**config.mk**
```make
export PLATFORM = sky130hd
export DESIGN_NAME = can_rx_ahb
export DESIGN_NICKNAME = d
export VERILOG_FILES = /design/src/rtl/can_pkg.sv /design/src/rtl/can_rx_fifo.sv /design/src/rtl/can_rx_ahb.sv
export SDC_FILE = /design/constraint.sdc
export NUM_CORES = 1
export LEC_CHECK = 0
export BUFFER_PORTS_ARGS = -buffer_cell sky130_fd_sc_hd__buf_2
export CAP_MARGIN = 40
export CORE_ASPECT_RATIO = 0.75
export CORE_MARGIN = 2
export CORE_UTILIZATION = 47
export DETAILED_ROUTE_END_ITERATION = 16
export GPL_TIMING_DRIVEN = 0
export PLACE_DENSITY = 0.69
export REMOVE_ABC_BUFFERS = 1
export SLEW_MARGIN = 20
export SYNTH_ARGS = -nofsm -noshare
export SYNTH_HDL_FRONTEND = slang
export SYNTH_SLANG_ARGS = --single-unit
```
**constraint.sdc**
```tcl
create_clock -name HCLK -period 5.2 [get_ports HCLK]
set_clock_uncertainty 0.2 [all_clocks]
set_input_delay 0.26 -clock HCLK [delete_from_list [all_inputs] [get_ports HCLK]]
set_output_delay 0.26 -clock HCLK [all_outputs]
set_load 0.05 [all_outputs]
```
**src/rtl/can_pkg.sv**
```systemverilog
// CAN shared types: frame bundle, RX register offsets, data-phase states.
// The CAN_RX_FILTER_EN build adds the MASK/MATCH offsets to the RX decoder.
package can_pkg;

  typedef struct packed {
    logic [63:0] data;
    logic [28:0] id;
    logic [3:0]  dlc;
    logic        fmt;
    logic [1:0]  ftype;
  } can_frame_t;

  localparam logic [4:0] REG_DL    = 5'h00;
  localparam logic [4:0] REG_DH    = 5'h04;
  localparam logic [4:0] REG_CMD   = 5'h08;
  localparam logic [4:0] REG_ID    = 5'h0C;
  localparam logic [4:0] REG_STAT  = 5'h10;
  localparam logic [4:0] REG_CTRL  = 5'h14;
  localparam logic [4:0] REG_MASK  = 5'h18;
  localparam logic [4:0] REG_MATCH = 5'h1C;

  typedef enum logic [1:0] {
    DP_IDLE,
    DP_WR,
    DP_RD
  } dp_state_t;

endpackage

```
**src/rtl/can_rx_fifo.sv**
```systemverilog
// Receive frame FIFO; dout is the head entry and is valid without a pop.
// Pointers carry one extra wrap bit so full and empty are distinguishable.
module can_rx_fifo
  import can_pkg::*;
#(
  parameter int DEPTH = 4,
  parameter int AW    = $clog2(DEPTH),
  parameter int LW    = AW + 1
) (
  input  logic          clk_i,
  input  logic          rst_ni,
  input  logic          push_i,
  input  logic          pop_i,
  input  can_frame_t    din_i,
  output can_frame_t    dout_o,
  output logic          full_o,
  output logic          empty_o,
  output logic [LW-1:0] level_o
);

  can_frame_t    mem_q [DEPTH];
  logic [LW-1:0] wptr_q, wptr_d;
  logic [LW-1:0] rptr_q, rptr_d;

  always_comb begin
    wptr_d = wptr_q;
    rptr_d = rptr_q;
    if (push_i) wptr_d = wptr_q + LW'(1);
    if (pop_i)  rptr_d = rptr_q + LW'(1);
  end

  always_ff @(posedge clk_i or negedge rst_ni) begin
    if (!rst_ni) begin
      wptr_q <= '0;
      rptr_q <= '0;
    end else begin
      wptr_q <= wptr_d;
      rptr_q <= rptr_d;
    end
  end

  always_ff @(posedge clk_i) begin
    if (push_i) mem_q[wptr_q[AW-1:0]] <= din_i;
  end

  assign dout_o  = mem_q[rptr_q[AW-1:0]];
  assign level_o = wptr_q - rptr_q;
  assign full_o  = (level_o == LW'(DEPTH));
  assign empty_o = (wptr_q == rptr_q);

endmodule

```
**src/rtl/can_rx_ahb.sv**
```systemverilog
// AHB slave front end for the CAN receive path with a frame FIFO.
// Define CAN_RX_FILTER_EN to add the RX_MASK/RX_MATCH identifier filter.
module can_rx_ahb
  import can_pkg::*;
#(
  parameter int          DEPTH = 4,
  parameter logic [15:0] BASE  = 16'hFF20
) (
  input  logic        HCLK,
  input  logic        HRESET,
  input  logic        HSEL,
  input  logic [31:0] HADDR,
  input  logic        HWRITE,
  input  logic [1:0]  HTRANS,
  input  logic [2:0]  HSIZE,
  input  logic [31:0] HWDATA,
  output logic        HREADY,
  output logic [1:0]  HRESP,
  output logic [31:0] HRDATA,
  input  logic        rxValid,
  input  logic [63:0] rxdata,
  input  logic [28:0] rxid,
  input  logic [3:0]  rxdatalen,
  input  logic        rxformat,
  input  logic [1:0]  rxframeType,
  output logic        rxIrq
);

  localparam int LW = $clog2(DEPTH) + 1;

  dp_state_t     state_q, state_d;
  logic [4:0]    addr_q;
  logic [15:0]   off;
  logic          accept;
  logic          rd_en, wr_en;
  logic          sel_dl, sel_dh, sel_cmd, sel_id;
  logic          sel_stat, sel_ctrl;
  logic          en_q, ie_q, irq_q;
  logic [7:0]    ovf_q, ovf_d;
  logic          pop, push, rx_ok, ovf_inc, ovf_clr;
  logic          filt_ok;
  logic          full, empty;
  logic [LW-1:0] level;
  can_frame_t    din, head;
  logic          unused_w;

  assign HREADY = 1'b1;
  assign HRESP  = 2'b00;
  assign rxIrq  = irq_q;

  assign off    = HADDR[15:0] - BASE;
  assign accept = HSEL & HTRANS[1] & (off[15:5] == '0);

  always_ff @(posedge HCLK or negedge HRESET) begin
    if (!HRESET) begin
      state_q <= DP_IDLE;
      addr_q  <= '0;
    end else begin
      state_q <= state_d;
      if (accept) addr_q <= off[4:0];
    end
  end

  always_comb begin
    state_d = DP_IDLE;
    if (accept) state_d = HWRITE ? DP_WR : DP_RD;
  end

  assign sel_dl   = (addr_q == REG_DL);
  assign sel_dh   = (addr_q == REG_DH);
  assign sel_cmd  = (addr_q == REG_CMD);
  assign sel_id   = (addr_q == REG_ID);
  assign sel_stat = (addr_q == REG_STAT);
  assign sel_ctrl = (addr_q == REG_CTRL);

`ifdef CAN_RX_FILTER_EN
  logic [28:0] mask_q, match_q;
  logic        sel_mask, sel_match;

  assign sel_mask  = (addr_q == REG_MASK);
  assign sel_match = (addr_q == REG_MATCH);
  assign filt_ok   = (((rxid ^ match_q) & mask_q) == '0);

  always_ff @(posedge HCLK or negedge HRESET) begin
    if (!HRESET) begin
      mask_q  <= '0;
      match_q <= '0;
    end else begin
      if (wr_en && sel_mask)  mask_q  <= HWDATA[31:3];
      if (wr_en && sel_match) match_q <= HWDATA[31:3];
    end
  end
`else
  assign filt_ok = 1'b1;
`endif

  always_comb begin
    rd_en  = (state_q == DP_RD);
    wr_en  = (state_q == DP_WR);
    HRDATA = '0;
    if (rd_en) begin
      unique case (1'b1)
        sel_dl:   HRDATA = head.data[31:0];
        sel_dh:   HRDATA = head.data[63:32];
        sel_cmd:  HRDATA = {20'b0, head.dlc, head.fmt,
                            head.ftype, 5'b0};
        sel_id:   HRDATA = {head.id, 3'b0};
        sel_stat: HRDATA = {16'b0, ovf_q, 1'b0, 5'(level),
                            full, ~empty};
        sel_ctrl: HRDATA = {30'b0, ie_q, en_q};
`ifdef CAN_RX_FILTER_EN
        sel_mask:  HRDATA = {mask_q, 3'b0};
        sel_match: HRDATA = {match_q, 3'b0};
`endif
        default:  HRDATA = '0;
      endcase
    end
  end

  // A pop in the same cycle frees the slot a full FIFO needs.
  assign pop     = wr_en & sel_stat & HWDATA[0] & ~empty;
  assign ovf_clr = wr_en & sel_stat & HWDATA[1];
  assign rx_ok   = rxValid & en_q & filt_ok;
  assign push    = rx_ok & (~full | pop);
  assign ovf_inc = rx_ok & full & ~pop;

  always_comb begin
    ovf_d = ovf_q;
    if (ovf_clr) ovf_d = '0;
    else if (ovf_inc && ovf_q != 8'hFF) ovf_d = ovf_q + 8'd1;
  end

  always_ff @(posedge HCLK or negedge HRESET) begin
    if (!HRESET) begin
      en_q  <= 1'b0;
      ie_q  <= 1'b0;
      ovf_q <= '0;
      irq_q <= 1'b0;
    end else begin
      if (wr_en && sel_ctrl) begin
        en_q <= HWDATA[0];
        ie_q <= HWDATA[1];
      end
      ovf_q <= ovf_d;
      irq_q <= ie_q & ~empty;
    end
  end

  assign din = '{data: rxdata, id: rxid, dlc: rxdatalen,
                 fmt: rxformat, ftype: rxframeType};

  can_rx_fifo #(.DEPTH(DEPTH)) u_fifo (
    .clk_i   (HCLK),
    .rst_ni  (HRESET),
    .push_i  (push),
    .pop_i   (pop),
    .din_i   (din),
    .dout_o  (head),
    .full_o  (full),
    .empty_o (empty),
    .level_o (level)
  );

  assign unused_w = ^{HSIZE, HADDR[31:16], HTRANS[0], HWDATA};

endmodule
```
# [After elaboration in Yosys (flattened, before gate mapping)]
# Memories as Yosys holds them, arrays and structs flattened.
# Index checks and enable logic that the tools add are counted.
[word_totals] latchBits=0 n_memories=1 reg_bits=24 out_inout_bits=36 mem_bits_ro=0 ramBits=400 input_bits=174 wordCells=52
[classes] n_div=0 eq_ne=10 reduce_logical=5 n_mul=0 n_addsub=5 order_cmp=0 n_bitwise=15 shifts=0 muxes=8
[memory_table] name="u_fifo.mem_q" depth=4 word_bits=100 read_ports=1 rd_ports_with_merged_regs=0 write_ports=1 line_no="can_rx_fifo.sv:21" source="can_frame_t mem_q [DEPTH];"
[ops] cell="$pmux W32 S6" count=1
[ops] cell="$mux W32" count=1
[ops] cell="$mux W8" count=2
[ops] cell="$sub A16 B16 Y16 const B" count=1
[ops] cell="$and A1 B1 Y1" count=11
[ops] cell="$logic_not A11 Y1" count=1
[ops] cell="$eq A5 B4 Y1 const B" count=2
[ops] cell="$eq A5 B5 Y1 const B" count=2
[ops] cell="$add A8 B1 Y8 const B" count=1
[ops] cell="$ne A8 B8 Y1 const B" count=1
[ops] cell="$add A3 B1 Y3 const B" count=2
[ops] cell="$eq A5 B3 Y1 const B" count=1
[ops] cell="$logic_not A5 Y1" count=1
[ops] cell="$mux W2" count=2
[ops] cell="$eq A3 B3 Y1" count=1
[ops] cell="$eq A3 B3 Y1 const B" count=1
[ops] cell="$not A1 Y1" count=3
[ops] cell="$sub A3 B3 Y3" count=1
[ops] cell="$eq A2 B1 Y1 const B" count=1
[ops] cell="$eq A2 B2 Y1 const B" count=1
[ops] cell="$logic_and A1 B1 Y1" count=2
[ops] cell="$mux W1" count=2
[ops] cell="$reduce_bool A2 Y1" count=1
[ops] cell="$or A1 B1 Y1" count=1

# [Longest topological paths before layout]
# Gate-level depths: netlist of run 1.
[logic_depth] ltp_word=9 mapped_depth=9 mapped_depth_nobuf=7

# [By module]
# From an unflattened synthesis of run 1, not the netlist that was laid out.
[unflattened] hier_cells=757 hier_area_um2=16550.9
[modules_own_cells] mod="can_rx_fifo" instances=1 cells_each=560 seq_area_each_um2=12161.7 area_per_inst_um2=14845.5
[modules_own_cells] mod="can_rx_ahb" instances=1 cells_each=197 seq_area_each_um2=450.4 area_per_inst_um2=1705.4

# [Worst setup path before layout of run 1]
# Ideal clock, no wire load.
[synth_path] path_kind="flip-flop to flip-flop" startpoint="reg u_fifo.wptr_q[0]" endpoint="mem u_fifo.mem_q[3][0] in the netlist's numbering, enable pin" path_slack_ps=47 required_ps=4504 path_stages_with_launch=7 path_buffers=0 synth_period_minus_slack_ps=5153 arrival_time_ps=4458 setup_time_ps=496 cell_sequence="dfrtp_1 inv_1 ha_1 fa_1 xor3_2 and3_4 a21oi_2"
[synth_via] elab_chain_cells=7
[synth_rtl] item="start: declaration" line_no="can_rx_fifo.sv:22" source="logic [LW-1:0] wptr_q, wptr_d;"
[synth_rtl] item="start signal: assignment" line_no="can_rx_fifo.sv:37" source="wptr_q <= wptr_d;"
[synth_rtl] item="$sub A3 B3 Y3 or $eq A3 B3 Y1 (tied branches)" line_no="can_rx_fifo.sv:47, can_rx_fifo.sv:49"
[synth_rtl] item="$eq A3 B3 Y1 or $not A1 Y1 (tied branches)" line_no="can_rx_fifo.sv:48, can_rx_ahb.sv:121"
[synth_rtl] item="$not A1 Y1 or $and A1 B1 Y1 (tied branches)" line_no="can_rx_ahb.sv:124, can_rx_ahb.sv:121"
[synth_rtl] item="$or A1 B1 Y1" line_no="can_rx_ahb.sv:124" source="assign push = rx_ok & (~full | pop);"
[synth_rtl] item="$and A1 B1 Y1" line_no="can_rx_ahb.sv:124"
[synth_rtl] item="$mux W1" line_no="can_rx_fifo.sv:43" source="if (push_i) mem_q[wptr_q[AW-1:0]] <= din_i;"
[synth_rtl] item="$mux W1 (implied by the code)" line_no="can_rx_fifo.sv:43"
[synth_rtl] item="end: declaration" line_no="can_rx_fifo.sv:21"
# Several ways; a longest one is shown, not always the timed one.

# [Final worst setup path of run 1]
[layout_path] startpoint="reg u_fifo.rptr_q[0]" endpoint="mem u_fifo.mem_q[2][54] in the netlist's numbering, enable pin"
[layout_via] elab_chain_cells=7
[layout_rtl] item="start: declaration" line_no="can_rx_fifo.sv:23" source="logic [LW-1:0] rptr_q, rptr_d;"
[layout_rtl] item="start signal: assignment" line_no="can_rx_fifo.sv:38" source="rptr_q <= rptr_d;"
[layout_rtl] item="$sub A3 B3 Y3 or $eq A3 B3 Y1 (tied branches)" line_no="can_rx_fifo.sv:47, can_rx_fifo.sv:49"
[layout_rtl] item="$eq A3 B3 Y1 or $not A1 Y1 (tied branches)" line_no="can_rx_fifo.sv:48, can_rx_ahb.sv:121"
[layout_rtl] item="$not A1 Y1 or $and A1 B1 Y1 (tied branches)" line_no="can_rx_ahb.sv:124, can_rx_ahb.sv:121"
[layout_rtl] item="$or A1 B1 Y1 (*)" line_no="can_rx_ahb.sv:124"
[layout_rtl] item="$and A1 B1 Y1 (*)" line_no="can_rx_ahb.sv:124"
[layout_rtl] item="$mux W1 (*)" line_no="can_rx_fifo.sv:43"
[layout_rtl] item="$mux W1 (implied by the code) (*)" line_no="can_rx_fifo.sv:43"
# Mark *: on every way between the ends. The rest lies on a longest branch, timed or not.

==> flow_summary.ini, run 1 <==
[setup_path]
worstPathRequired_ns = 5.22
start_kind = register
endpoint_kind = register
crit_type = register to register
critPathMaxFanout = 38
cp_data_arrival_time_ns = 4.22

[finish]
drive_gt1_share_pct = 33.85
syn2layout_area_growth_pct = 24.80
nets = 1257
final_cell_area_um2 = 20940

[clocking]
cts_buffer_depth = 3
cts_resized = 0
clk_pin_slew_ns = 0.06
clock-root-buffer = clkbuf_16
cts_setup_buffers = 0
clk_latency_ns = 0.54
cts_hold_buf = 112
numCtsBuffers = 41
cts_tree = built
cts_sinks = 424
h-tree-depth = 2

[logic_synthesis]
ys_types = 50
synth-compound-area-share_pct = 3.572
synth_xor_area_share_pct = 0.4102
synth.cell_area_um2 = 16780
ys_seq_area_share_pct = 75.17
synth_area_per_cell_um2 = 21.40
ys_ff_latch = 424
yosysWarnings = 0
yosys.area_share.simple_pct = 2.812
netlist_instances = 784
synth_top_family_by_area = multiplexers
synth.area.mux_share_pct = 15.68
synthAdderAreaFrac_pct = 0.7159

[global_route]
grt_overflow = 0
grt_usage_pct = 19.42
grt_max_degree = 45
grt_pass1_wl_um = 55060
antenna_found_initial = 1
grt_pass1_vias = 9414

[drt]
wl_per_cell_um = 22.38
drt_iter0_markers = 734
vias = 8730
firstDrtPassIters = 5
drt-total-wl_um = 34980
ant_nets = 0
drc = 0
vias_per_cell = 5.585

[floorplanning]
start_util_pct = 48.05
die_x_um = 222.2
die_h_um = 167.6
io_pins = 210
dieArea_um2 = 37240
coreArea_um2 = 34920
rows = 59

[min_path]
hold_class = input pin to register

[timing]
fmax_ghz = 0.2384
rsz0062_at_grt = no
setup_viol = 0
tightest_slew_ns = 0.8203
fin_crit_sh_pct = 80.67
fin_crit_ns = 4.195
finalHoldViolCount = 0
relSlewSlack_pct = 45.13
slew_violations = 0

[power]
total_leakage_power_uw = 0.007300
sw_frac_of_total_pct = 21.82
cellPowerDensity_nw_per_um2 = 383.3
ir_drop_mv = 0.3063
finalPower_uw = 8026
clock_power_share_pct = 37.6
pwr-share-comb_pct = 9.8
switchingPower_uw = 1751
pwr-share-seq_pct = 52.6
p_int_uw = 6274

[placement]
hpwlAfterDp_um = 21260
port_buffers = 156
postPlaceCellArea_um2 = 18450
place.gp.congestion = 0.7877

[run_status]
status = finished, final reports clean

[flow_run]
max_cap_violations = 0
[power groups by stage]
stage / registers [uW] / logic, uW / clock network, uW
2_1_floorplan: 4310 / 387 / 0
3_3_place_gp: 4360 / 617 / 0
3_5_place_dp: 4300 / 729 / 0
4_1_cts: 4230 / 800 / 3090
5_1_grt: 4250 / 857 / 3230
6_report: 4220 / 787 / 3010
[flip-flops by register name, summed over array words and instances, names as in the netlist]
name	cells
ovf_q	8
u_fifo.rptr_q	3
en_q	1
u_fifo.wptr_q	3
rxIrq	1
state_q	2
addr_q	5
ie_q	1
u_fifo.mem_q	400
[cells by family after synthesis]
| logic type | count (synthesis) |
|---|---|
| flops | 424 |
| simple gates | 69 |
| xor+xnor | 6 |
| other cells | 2 |
| compound gates | 85 |
| mux | 136 |
| buf+inv | 53 |
| fa+ha+maj | 9 |
[synth_stat cells (all sizes together)]
cell | count | share of area, %
edfxtp | 400 | 72
mux4 | 100 | 13
buf | 34 | 1.2
a21oi | 31 | 1.0
a22oi | 30 | 1.3
dfrtp | 24 | 3.6
mux2i | 24 | 1.4
nand2 | 17 | 0.38
a211oi | 16 | 0.72
mux2 | 12 | 0.83
clkbuf | 10 | 0.22
inv | 9 | 0.20
ha | 8 | 0.60
and2 | 7 | 0.26
nand2b | 7 | 0.26
nand3 | 7 | 0.28
nor4 | 7 | 0.45
nor3 | 6 | 0.40
and3 | 5 | 0.22
o22ai | 4 | 0.15
nand4 | 3 | 0.11
xnor2 | 3 | 0.16
conb | 2 | 0.045
or2 | 2 | 0.075
xor2 | 2 | 0.10
and3b | 1 | 0.052
and4 | 1 | 0.052
fa | 1 | 0.12
nand3b | 1 | 0.045
nor2 | 1 | 0.022
nor2b | 1 | 0.037
nor3b | 1 | 0.075
nor4bb | 1 | 0.060
o2111a | 1 | 0.067
o2111ai | 1 | 0.089
o21ai | 1 | 0.030
o41ai | 1 | 0.16
or3 | 1 | 0.037
xor3 | 1 | 0.15
[cell usage in the layout, fill, tap and decap left out, types with 7 or more instances in the layout]
cell type | synthesis | final
inv_1 | 8 | 7
buf_16 | 0 | 13
edfxtp_1 | 400 | 400
dlygate4sd3_1 | 0 | 112
a21oi_1 | 29 | 29
clkinv_1 | 0 | 11
buf_2 | 18 | 156
nand2_1 | 17 | 17
clkbuf_1 | 10 | 8
a211oi_1 | 16 | 16
clkbuf_16 | 0 | 43
a22oi_1 | 30 | 30
mux2_2 | 11 | 11
mux4_2 | 100 | 100
mux2i_1 | 24 | 24
nand2b_1 | 7 | 7
ha_1 | 8 | 8
dfrtp_1 | 24 | 21
[worst max-delay path, stage by stage, from the launching register on]
cell,delay (ns)
dfrtp_4,0.58
buf_16,0.24
buf_16,0.22
ha_1,0.25
fa_1,0.43
xor3_2,0.31
and3_4,0.25
a21oi_4,0.24
and2_4,0.53
buf_16,0.30
buf_16,0.26
[path summary, 6_finish.rpt]
check	endpoint	startpoint	slack, ns	depth (start not counted)
max	u_fifo.mem_q[2][54]	u_fifo.rptr_q[0]	1.01	10
min	state_q[0]	HTRANS[1]	0.03	4
max reg2reg	u_fifo.mem_q[2][54]	u_fifo.rptr_q[0]	1.01	10
min reg2reg	rxIrq	ie_q	0.32	1
max in group asynchronous	u_fifo.rptr_q[0]	HRESET	4.30	2
min in group asynchronous	ie_q	HRESET	0.05	2
[stage by stage]
| step | std cells | setup TNS, ns | util [%] | hold slack [ns] | worst slack (ns) |
|---|---|---|---|---|---|
| 3_5_place_dp | 1376 | 0 | 52.84 | 0.1048 | 0.9397 |
| 4_1_cts | 1562 | 0 | 59.96 | 0.003822 | 0.9221 |
| 3_3_place_gp | 1354 | -3018.09 | 51.27 | 0.1031 | -7.869 |
| 5_1_grt | 1563 | 0 | 59.97 | 0.05953 | 0.7965 |
| 2_1_floorplan | 741 | -1328.03 | - | -0.2356 | -3.521 |
| 6_report | 1563 | 0 | 59.97 | 0.02912 | 1.005 |
[area by class of cell]
| class | count | area, um2 |
|---|---|---|
| tap | 457 | 571.8 |
| clock inverter | 23 | 257.7 |
| multi-input combinational | 308 | 3930 |
| timing repair buffer | 290 | 2416 |
| fill | 2494 | 13980 |
| antenna | 1 | 2.502 |
| inverter | 9 | 33.78 |
| sequential | 424 | 12620 |
| clock buffer | 51 | 1106 |
[per-layer routing]
layer | routed length [um] | track usage [%] | vias up | share of wire [%]
li1 | - | - | 3890 | -
met2 | 16920 | 31.40 | 246 | 48
met4 | 466 | 4.289 | 0 | 1.3
met5 | 0 | 0 | - | 0
met3 | 1835 | 3.702 | 43 | 5.2
met1 | 15760 | 27.80 | 4551 | 45
Power figures use the tool's default switching activity.
==> run 2: changes to the inputs <==
==> constraint.sdc (replaced) <==
create_clock -name HCLK -period 3.6 [get_ports HCLK]
set_clock_uncertainty 0.2 [all_clocks]
set_input_delay 0.18 -clock HCLK [delete_from_list [all_inputs] [get_ports HCLK]]
set_output_delay 0.18 -clock HCLK [all_outputs]
set_load 0.05 [all_outputs]
==> run 2 against run 1 <==
- core utilization rose by 1.0 points
- final area rose by 1.8%
- count of clock-buffer cells in the layout did not move
- global-route usage rose by 0.99 points
==> flow_summary.ini, run 2 (synthesis gave the netlist of run 1 again) <==
[run_status]
status = finished, final reports clean

[power]
cellPowerDensity_nw_per_um2 = 551.4
clock_power_share_pct = 37.2
p_int_uw = 9145
pwr-share-seq_pct = 51.9
ir_drop_mv = 0.4497
pwr-share-comb_pct = 10.8
switchingPower_uw = 2602
total_leakage_power_uw = 0.007496
sw_frac_of_total_pct = 22.15

[global_route]
grt_overflow = 0
antenna_found_initial = 1
grt_max_degree = 73
grt_pass1_wl_um = 57210
grt_pass1_vias = 9588
grt_usage_pct = 20.41

[setup_path]
path_buf_inv = 3
r2r-end = u_fifo.mem_q[0][33]
cp_data_arrival_time_ns = 3.11
endpoint_kind = output pin
worstPathRequired_ns = 3.22
r2r_slack_ns = 0.14
r2r_start = u_fifo.rptr_q[0]
path_delay_family = buffers and inverters
slowest_stage = dfrtp_4
ff2ff_path_depth = 10
start_kind = register
crit_type = register to output pin
critPathMaxStageDelay_ns = 0.68
path_cells = buf_12 > buf_12 > mux4_2 > mux2_2 > a22oi_1 > o22ai_1 > buf_2
cp_common_cell = buf_12
critPathMaxFanout = 35

[floorplanning]
start_util_pct = 48.05
io_pins = 210
die_x_um = 222.2
dieArea_um2 = 37240
rows = 59
coreArea_um2 = 34920
die_h_um = 167.6

[clocking]
clock-root-buffer = clkbuf_16
h-tree-depth = 2
cts_tree = built
numCtsBuffers = 41
cts_buffer_depth = 3
clk_latency_ns = 0.55
cts_sinks = 424
clk_pin_slew_ns = 0.07

[timing]
fin_crit_ns = 3.487
slew_violations = 0
setup_viol = 0
fmax_ghz = 0.2868
tightest_slew_ns = 0.8063
relSlewSlack_pct = 46.07
fin_ws_ns = 0.1133
finalHoldViolCount = 0
fin_crit_sh_pct = 96.85
rsz0062_at_grt = yes

[drt]
drt-total-wl_um = 36820
ant_nets = 0
drc = 0
vias = 8959
drt_iter0_markers = 866
firstDrtPassIters = 5
vias_per_cell = 5.631
wl_per_cell_um = 23.14

[min_path]
hold_class = input pin to register
whs_path_depth = 2
worstHoldEndpoint = u_fifo.mem_q[2][22]
hold_start = rxid[15]

[placement]
place.gp.congestion = 0.7877
port_buffers = 156
place_inst = 1376
hpwlAfterDp_um = 21260
place_ws_ns = -0.6603

[finish]
nets = 1285
final_cell_mix = edfxtp_1 (400), buf_2 (155), dlygate4sd3_1 (120), mux4_2 (100), clkbuf_16 (43)
fillCellCount = 2468
largest_reg_flops = 400
layout_commonest_cell = edfxtp_1
utilization_pct = 61.02
drive_gt1_share_pct = 35.04
syn2layout_area_growth_pct = 26.99
fin_cells = 1591

[flow_run]
max_cap_violations = 0
==> run 2: worst max path at each step <==
stage / cells past startpoint / start / slack, ns / endpoint
detailed placement: 10 / u_fifo.rptr_q[0] / -0.66 / u_fifo.mem_q[2][31]
global placement: 5 / u_fifo.rptr_q[0] / -9.47 / u_fifo.mem_q[3][31]
floorplan: 5 / u_fifo.rptr_q[0] / -5.12 / u_fifo.mem_q[3][0]
global route: 8 / u_fifo.rptr_q[0] / -0.02 / HRDATA[1]
finish: 7 / u_fifo.rptr_q[1] / 0.11 / HRDATA[8]
CTS: 8 / u_fifo.rptr_q[0] / 0.02 / HRDATA[1]
==> run 2: power groups by stage <==
stage	logic [uW]	registers, uW	clock network, uW
floorplan	559	6220	0
global placement	892	6300	0
detailed placement	1050	6210	0
CTS	1280	6100	4470
global route	1380	6140	4670
finish	1270	6100	4370
==> run 2: repair_timing <==
| item | in CTS | in global routing |
|---|---|---|
| pin swaps | 5 | 2 |
| hold buffers | 121 | 0 |
| gates resized for setup | 4 | 3 |
| setup buffers | 12 | 1 |
| endpoints found under the setup margin | 379 | 87 |
| endpoints found under the hold margin | 434 | 0 |
| cloned | 7 | 0 |
==> run 2: per-stage QoR <==
step / TNS (ns) / cell area [um2] / hold WS [ns] / power, uW
finish: 0 / 21310 / 0.1854 / 11750
global route: -0.01987 / 21310 / 0.1747 / 12190
CTS: 0 / 21290 / 0.1552 / 11850
detailed placement: -127.83 / 18450 / 0.02478 / 7258
global placement: -3730.73 / 17900 / 0.02313 / 7188
floorplan: -2040.67 / 16550 / -0.3156 / 6783
==> run 2: layout make-up <==
type | count | area [um2] | share of cell area, %
diodes | 1 | 2.502 | 0.01175
flip-flops and latches | 424 | 12620 | 59.24
multi-input cells | 311 | 3963 | 18.60
repair buffers | 315 | 2750 | 12.91
clock buffers | 51 | 1106 | 5.191
inverters | 9 | 33.78 | 0.1586
well taps | 457 | 571.8 | 2.684
clock inverters | 23 | 257.7 | 1.210
==> run 2: worst register-to-register path, stage by stage (launching register included) <==
cell and delay (ns):
dfrtp_4 0.50, buf_16 0.18, buf_16 0.20, ha_1 0.28
fa_2 0.38, xor3_2 0.24, and3_4 0.24, a21oi_4 0.24
and2_4 0.24, buf_16 0.17, bufbuf_16 0.31
==> run 2: layer usage <==
layer / vias to the layer above / part of all wire, % / wire length (um) / global-route usage [%]
met1: 4669 / 45 / 16540 / 29.33
met3: 52 / 6.0 / 2194 / 4.001
li1: 3951 / - / - / -
met2: 287 / 47 / 17440 / 32.49
met5: - / 0 / 0 / 0
met4: 0 / 1.7 / 639 / 5.141
